**config.mk**
```make
export PLATFORM = sky130hd
export DESIGN_NAME = bq_coeff_sequencer
export DESIGN_NICKNAME = d
export VERILOG_FILES = /design/src/rtl/trigger_ctrl_pkg.sv /design/src/rtl/coeff_stage_fifo.sv /design/src/rtl/bq_coeff_sequencer.sv
export SDC_FILE = /design/constraint.sdc
export NUM_CORES = 2
export LEC_CHECK = 0
export BUFFER_PORTS_ARGS = -buffer_cell sky130_fd_sc_hd__buf_4
export CORE_UTILIZATION = 40
export DETAILED_ROUTE_END_ITERATION = 6
export PLACE_DENSITY = 0.57
export RECOVER_POWER = 100
export SLEW_MARGIN = 20
export SYNTH_ARGS = -nofsm -noshare
export SYNTH_HDL_FRONTEND = slang
export SYNTH_SLANG_ARGS = --single-unit
```
**constraint.sdc**
```tcl
create_clock -name wb_clk_i -period 3.7 [get_ports wb_clk_i]
set_clock_uncertainty 0.05 [all_clocks]
set_input_delay 0.37 -clock wb_clk_i [delete_from_list [all_inputs] [get_ports wb_clk_i]]
set_output_delay 0.37 -clock wb_clk_i [all_outputs]
set_load 0.01 [all_outputs]
```
**src/rtl/trigger_ctrl_pkg.sv**
```systemverilog
// Shared types and bus widths for the biquad coefficient sequencer.
package trigger_ctrl_pkg;

   localparam int unsigned WB_ADR_W = 22;
   localparam int unsigned WB_DAT_W = 32;

   typedef enum logic [2:0] {
      IDLE,
      FETCH,
      WRITE,
      RSTBQ,
      DONE
   } state_e;

endpackage

```
**src/rtl/coeff_stage_fifo.sv**
```systemverilog
// Synchronous staging FIFO with registered read data, flush, and occupancy count.
module coeff_stage_fifo #(
   parameter int unsigned DEPTH = 32,
   parameter int unsigned WIDTH = 54
) (
   input  logic                     clk_i,
   input  logic                     rst_ni,
   input  logic                     flush_i,
   input  logic                     push_i,
   input  logic [WIDTH-1:0]         wr_data_i,
   input  logic                     pop_i,
   output logic [WIDTH-1:0]         rd_data_o,
   output logic                     full_o,
   output logic                     empty_o,
   output logic [$clog2(DEPTH):0]   level_o
);

   localparam int unsigned AW = $clog2(DEPTH);

   logic [WIDTH-1:0] mem_q [DEPTH];
   logic [AW-1:0]    wr_ptr_q, rd_ptr_q;
   logic [AW:0]      cnt_q;
   logic [WIDTH-1:0] rd_data_q;
   logic             do_push, do_pop;

   assign full_o    = (cnt_q == (AW+1)'(DEPTH));
   assign empty_o   = (cnt_q == '0);
   assign level_o   = cnt_q;
   assign rd_data_o = rd_data_q;
   assign do_push   = push_i & ~full_o;
   assign do_pop    = pop_i & ~empty_o;

   always_ff @(posedge clk_i) begin
      if (do_push) mem_q[wr_ptr_q] <= wr_data_i;
   end

   // Flush only resets bookkeeping; the read register keeps its last value.
   always_ff @(posedge clk_i or negedge rst_ni) begin
      if (!rst_ni) begin
         wr_ptr_q  <= '0;
         rd_ptr_q  <= '0;
         cnt_q     <= '0;
         rd_data_q <= '0;
      end else if (flush_i) begin
         wr_ptr_q <= '0;
         rd_ptr_q <= '0;
         cnt_q    <= '0;
      end else begin
         if (do_push) wr_ptr_q <= wr_ptr_q + 1'b1;
         if (do_pop) begin
            rd_ptr_q  <= rd_ptr_q + 1'b1;
            rd_data_q <= mem_q[rd_ptr_q];
         end
         case ({do_push, do_pop})
            2'b10:   cnt_q <= cnt_q + 1'b1;
            2'b01:   cnt_q <= cnt_q - 1'b1;
            default: cnt_q <= cnt_q;
         endcase
      end
   end

endmodule

```
**src/rtl/bq_coeff_sequencer.sv**
```systemverilog
// Stages coefficient writes, replays them over Wishbone on start, then pulses biquad reset.
module bq_coeff_sequencer
   import trigger_ctrl_pkg::*;
#(
   parameter int unsigned DEPTH       = 32,
   parameter int unsigned ACK_TIMEOUT = 255,
   parameter int unsigned RST_CYCLES  = 8
) (
   input  logic                    wb_clk_i,
   input  logic                    wb_rst_ni,
   input  logic                    cfg_valid_i,
   output logic                    cfg_ready_o,
   input  logic [WB_ADR_W-1:0]     cfg_addr_i,
   input  logic [WB_DAT_W-1:0]     cfg_data_i,
   input  logic                    start_i,
   output logic                    busy_o,
   output logic                    done_o,
   output logic                    error_o,
   output logic [$clog2(DEPTH):0]  level_o,
   output logic                    wbm_cyc_o,
   output logic                    wbm_stb_o,
   output logic                    wbm_we_o,
   output logic [WB_ADR_W-1:0]     wbm_adr_o,
   output logic [WB_DAT_W-1:0]     wbm_dat_o,
   output logic [3:0]              wbm_sel_o,
   input  logic                    wbm_ack_i,
   input  logic                    wbm_err_i,
   output logic                    reset_BQ_o
);

   localparam int unsigned CNT_MAX = (ACK_TIMEOUT > RST_CYCLES) ? ACK_TIMEOUT : RST_CYCLES;
   localparam int unsigned CNT_W   = $clog2(CNT_MAX + 1);

   logic [1:0]       rst_sync_q;
   logic             rst_n;
   state_e           state_q, state_d;
   logic [CNT_W-1:0] cnt_q, cnt_d;
   logic             error_q, error_d;
   logic             push, pop, flush, fifo_full, fifo_empty;

   // Assertion propagates asynchronously; release is held off two clock edges.
   always_ff @(posedge wb_clk_i or negedge wb_rst_ni) begin
      if (!wb_rst_ni) rst_sync_q <= '0;
      else            rst_sync_q <= {rst_sync_q[0], 1'b1};
   end
   assign rst_n = rst_sync_q[1];

   assign cfg_ready_o = rst_n & ~fifo_full & (state_q == IDLE);
   assign push        = cfg_valid_i & cfg_ready_o;

   coeff_stage_fifo #(
      .DEPTH (DEPTH),
      .WIDTH (WB_ADR_W + WB_DAT_W)
   ) u_stage (
      .clk_i     (wb_clk_i),
      .rst_ni    (rst_n),
      .flush_i   (flush),
      .push_i    (push),
      .wr_data_i ({cfg_addr_i, cfg_data_i}),
      .pop_i     (pop),
      .rd_data_o ({wbm_adr_o, wbm_dat_o}),
      .full_o    (fifo_full),
      .empty_o   (fifo_empty),
      .level_o   (level_o)
   );

   always_ff @(posedge wb_clk_i or negedge rst_n) begin
      if (!rst_n) begin
         state_q <= IDLE;
         cnt_q   <= '0;
         error_q <= 1'b0;
      end else begin
         state_q <= state_d;
         cnt_q   <= cnt_d;
         error_q <= error_d;
      end
   end

   always_comb begin
      state_d = state_q;
      cnt_d   = '0;
      error_d = error_q;
      pop     = 1'b0;
      flush   = 1'b0;
      case (state_q)
         IDLE: begin
            // A push in the same cycle as start joins this sequence.
            if (start_i) begin
               error_d = 1'b0;
               state_d = (!fifo_empty || push) ? FETCH : RSTBQ;
            end
         end
         FETCH: begin
            pop     = 1'b1;
            state_d = WRITE;
         end
         WRITE: begin
            cnt_d = cnt_q + 1'b1;
            if (wbm_err_i || (!wbm_ack_i && cnt_q == CNT_W'(ACK_TIMEOUT - 1))) begin
               error_d = 1'b1;
               flush   = 1'b1;
               state_d = RSTBQ;
            end else if (wbm_ack_i) begin
               state_d = fifo_empty ? RSTBQ : FETCH;
            end
         end
         RSTBQ: begin
            cnt_d = cnt_q + 1'b1;
            if (cnt_q == CNT_W'(RST_CYCLES - 1)) state_d = DONE;
         end
         DONE:    state_d = IDLE;
         default: state_d = IDLE;
      endcase
      if (state_d != state_q) cnt_d = '0;
   end

   assign wbm_cyc_o  = (state_q == WRITE);
   assign wbm_stb_o  = (state_q == WRITE);
   assign wbm_we_o   = (state_q == WRITE);
   assign wbm_sel_o  = 4'hF;
   assign reset_BQ_o = (state_q == RSTBQ);
   assign done_o     = (state_q == DONE);
   assign busy_o     = (state_q != IDLE);
   assign error_o    = error_q;

endmodule

```
Word-level counts from Yosys, hierarchy flattened
Memories as Yosys holds them, arrays and structs flattened. A register that Yosys moved wholly into a read port is not among the register bits.
Cells that the tools add are included.
Operators by class
  add/sub/neg operators: 5
  equality and inequality tests: 12
  multiplexer cells: 23
  bitwise gates (word level): 8
  reduce and logical (&&, ||, !) cells: 16
Operator list (number)
  two-way mux 5 bit: 4
  two-way mux 8 bit: 2
  two-way mux 3 bit: 4
  one-hot mux 3 bit (4 select lines): 1
  one-hot mux 6 bit (2 select lines): 1
  adder 5 x 1 -> 5 bit, second input constant: 2
  adder 8 x 1 -> 8 bit, second input constant: 1
  equality test 8 x 3 -> 1 bit, second input constant: 1
  equality test 8 bit, second input constant: 1
  two-way mux 1 bit: 7
  adder 6 x 1 -> 6 bit, second input constant: 1
  equality test 3 x 2 -> 1 bit, second input constant: 2
  equality test 6 bit, second input constant: 1
  logical NOT 6 bit: 1
  two-way mux 6 bit: 1
  nonzero test 2 bit: 3
  nonzero test 3 bit: 2
  subtractor 6 x 1 -> 6 bit, second input constant: 1
  bitwise AND 1 bit: 5
  two-way mux 2 bit: 2
  equality test 3 x 1 -> 1 bit, second input constant: 1
  equality test 3 bit, second input constant: 1
  logical NOT 1 bit: 3
  logical NOT 3 bit: 1
  12 further kinds: 15
Word-level totals
  register bits: 30
  RAM bits: 1728
  input port bits: 60
  output and inout bits: 72
  logic and storage cells: 72
  memories kept: 1
Memory list
  u_stage.mem_q: depth 32, width 54, rd ports 1, clocked after memory_dff 1, wr ports 1, RTL line coeff_stage_fifo.sv:20  | logic [WIDTH-1:0] mem_q [DEPTH];

Longest topological paths before layout
  depth after elaboration: 11
  mapped depth: 12

Cells and area by module
A second synthesis with hierarchy kept.
Second synthesis, totals
  cells, all modules: 3512
  area, all modules: 69734.4 µm²
By module, submodules not included
  coeff_stage_fifo: times used 1, cells each 3438, area an instance 68991.2 µm²
  bq_coeff_sequencer: times used 1, cells each 74, area an instance 743.2 µm²

Worst setup path before layout
Ideal clock, no wire load.
  path kind: reg-to-reg
  from: reg rst_sync_q[1]
  to: mem u_stage.mem_q[28][0], enable pin
  library setup time: 466 ps
  data arrival time: 5344 ps
  slack: -2160 ps
  stages on the path, launching flop included: 7
  period minus slack after synthesis: 5860 ps
  cell sequence: dfrtp_1 and3_1 buf_2 and2_0 buf_2 nand2_1 nor2_1
On the way
  word-level cells in the longest chain between the ends: 6
RTL lines
  from (decl): RTL line bq_coeff_sequencer.sv:34  | logic [1:0] rst_sync_q;
  from (signal assigned): RTL line bq_coeff_sequencer.sv:44  | else rst_sync_q <= {rst_sync_q[0], 1'b1};
  bitwise AND 1 bit (2 in series): RTL line bq_coeff_sequencer.sv:48  | assign cfg_ready_o = rst_n & ~fifo_full & (state_q == IDLE);
  bitwise AND 1 bit: RTL line bq_coeff_sequencer.sv:49  | assign push = cfg_valid_i & cfg_ready_o;
  bitwise AND 1 bit: RTL line coeff_stage_fifo.sv:30  | assign do_push = push_i & ~full_o;
  two-way mux 1 bit: RTL line coeff_stage_fifo.sv:34  | if (do_push) mem_q[wr_ptr_q] <= wr_data_i;
  two-way mux 1 bit (not written as such): RTL line coeff_stage_fifo.sv:34
  to (decl): RTL line coeff_stage_fifo.sv:20
No other way between the ends.

==> reports/metrics.yaml <==
detailed_routing:
  dr.pass1.iters: 5
  routedWlPerCell_um: 28.4
  drtIter0Drc: 3136
  vias: 35652
  drt-total-wl_um: 181000
  via_per_inst: 5.58
  route.antenna.remaining_nets: 0
  route.detailed.drc: 0
global_route:
  antenna_found_initial: 6
  grt_max_degree: 114
  grtUsageTotal_pct: 20.6
  grt_pass1_wl_um: 259000
  grt_pass1_vias: 35659
  grt_overflow_total: 0
place:
  io_buffer_count: 127
  place_area_um2: 74600
  hpwl_um: 98700
  routabilityCongestion: 0.763
logic_synthesis:
  ys_top_cells_by_area: "edfxtp_1, mux4_2, mux2i_1"
  synth_area_per_cell_um2: 19.6
  synth_warnings: 0
  synth.top_cell.area_share_pct: 74.1
  syn-instance-count: 3575
  synth_seq_cells: 1812
  async_flop_share_pct: 4.64
  synthDistinctLibCells: 65
  ys.flop_type: "edfxtp_1"
  yosys.area.top_type: "edfxtp_1"
  netlist_area_um2: 70000
  synth-edff-count: 1728
  synth-seq-area-share_pct: 77.1
pwr:
  p_clk_share_pct: 35.6
  comb_power_share_pct: 18.9
  p_int_mw: 37.8
  p_sw_share_pct: 27.0
  peakVddDrop_mv: 0.531
  p_total_mw: 51.7
  seq_power_share_pct: 45.5
  p_leak_nw: 25.3
  p_per_area_nw_per_um2: 646
  power_switching_mw: 13.9
clock_network:
  post-cts-setup-buffer-count: 0
  cts.clk_slew.worst_paths_ps: 60
  cts_resized: 0
  clk_latency_ps: 820
  cts_buffers: 186
  clock-sinks: 1812
  ctsHoldBuffers: 59
  clockBufferDepth: 3
  cts_root_buf: "clkbuf_16"
  htree_levels: 4
  cts_tree: "done"
worst_setup_path:
  crit_type: "flop to flop"
  cp_data_required_time_ps: 4300
  critPathCaptureType: "flop"
  reg2reg_from: "u_stage.rd_ptr_q[2]"
  worstPathMaxFanout: 32
  critical_path_arrival_ps: 3960
  start_kind: "flop"
  critPathLaunch: "u_stage.rd_ptr_q[2]"
timing:
  finalHoldViolCount: 0
  worst_pin_slew_ps: 2290
  max_freq_mhz: 298
  fin_crit_sh_pct: 90.7
  report.final.slew_viol_count: 55
  rsz0062_at_grt: "false"
  min_period_ps: 3360
  setup_viol: 0
  slew_headroom_pct: -53.0
finish:
  regArea_um2: 54000
  finalInstanceArea_um2: 80000
  num_antenna_cells: 0
  n_fill_cell: 14949
  final_cell_mix: "edfxtp_1, mux2i_1, clkbuf_16"
  layout_commonest_cell: "edfxtp_1"
  multi_input_area_um2: 14500
  drive_gt1_share_pct: 18.3
  fin_nets: 3969
  areaGrowthSynthToFinish_pct: 14.2
floorplanning:
  rows: 153
  dieHeight_um: 420
  die-area_um2: 177000
  io_pins: 132
  initial_core_util_pct: 40.3
  die_width_um: 420
  core_um2: 174000
job:
  max_cap_viol_count: 2
hold_path:
  min_path_type: "input pin to flop"
  min_from: "cfg_valid_i"
run_status:
  failed_checks: "max-capacitance violations, max-slew violations"
  status: "finished, violations left"
cell usage after synthesis, types with 42 or more instances:
cell type,count
mux4_2,163
o22ai_1,110
buf_4,44
buf_2,79
a211oi_1,159
o41ai_2,53
a22oi_1,108
o21ai_1,47
nor2_1,56
mux2i_1,324
dfrtp_1,84
clkbuf_1,42
mux2_2,110
nand2_1,75
edfxtp_1,1728
a21oi_1,64
nand3_1,65
nor2b_1,109
flip-flops by register name (all words and copies together) (netlist names):
name and flops:
rst_sync_q 2, u_stage.mem_q 1728, cnt_q 8, u_stage.rd_ptr_q 5, error_o 1, state_q 3, u_stage.level_o 6, u_stage.wr_ptr_q 5
u_stage.rd_data_o 54
stage by stage:
stage                     cells  setup slack (ps)  utilization (%)  TNS [ps]  hold slack (ps)
final                      6384               343             46.0         0              193
after global routing       6384               273             46.0         0              192
after CTS                  6384               650             46.7         0              131
after detailed placement   5978               700             42.9         0              145
after global placement     5978               702             42.9         0              145
after floorplan            3579              -493                -   -741380             24.4
kinds of logic after synthesis:
group                      share of synthesized area, %
AOI/OAI and AO/OA                                  6.14
xor gates and xnor gates                          0.175
adders and majority gates                         0.161
buffers and inverters                              2.04
DFF                                                77.1
muxes                                              11.6
other                                           0.00535
and+or+nand+nor                                    2.74
worst max-delay path: stages, from the launching register on:
cell and delay (ps):
dfrtp_4 520, clkbuf_2 990, nand2b_1 270, nor2_4 150, clkbuf_4 670, a22oi_1 230, nand3_1 200, o41ai_2 90
path summary, 6_finish.rpt:
path / to / depth (start not counted) / slack, ps
worst max-delay path: u_stage.rd_data_o[14] / 7 / 340
worst min-delay path: u_stage.wr_ptr_q[0] / 5 / 190
worst max register to register: u_stage.rd_data_o[14] / 7 / 340
worst min register to register: rst_sync_q[1] / 0 / 300
max in group asynchronous: u_stage.rd_data_o[49] / 2 / 610
min in group asynchronous: rst_sync_q[0] / 3 / 590
metal layers:
metal | wire length (µm) | part of all wire (%) | global-route usage, %
met5 | 38 | 0.021 | 0
met4 | 4560 | 2.5 | 5.99
met3 | 9370 | 5.2 | 2.97
met2 | 86500 | 48 | 33.0
met1 | 81000 | 45 | 29.2
power groups by stage:
stage | sequential, mW | clock, mW | combinational, mW
final | 23.5 | 18.4 | 9.75
after global routing | 23.6 | 19.5 | 10.5
after CTS | 23.5 | 18.8 | 10.5
after detailed placement | 24.0 | 0 | 10.4
after global placement | 24.0 | 0 | 10.3
after floorplan | 23.7 | 0 | 7.40
cell type report:
| cell class | count | share of cell area [%] |
|---|---|---|
| clock inverters | 90 | 0.899 |
| inverters | 6 | 0.0344 |
| multi-input cells | 1550 | 18.1 |
| well taps | 2325 | 3.64 |
| repair buffers | 344 | 3.20 |
| flip-flops and latches | 1812 | 67.5 |
| clock buffers | 257 | 6.65 |
Note: power is estimated with default switching activity, not from simulation.
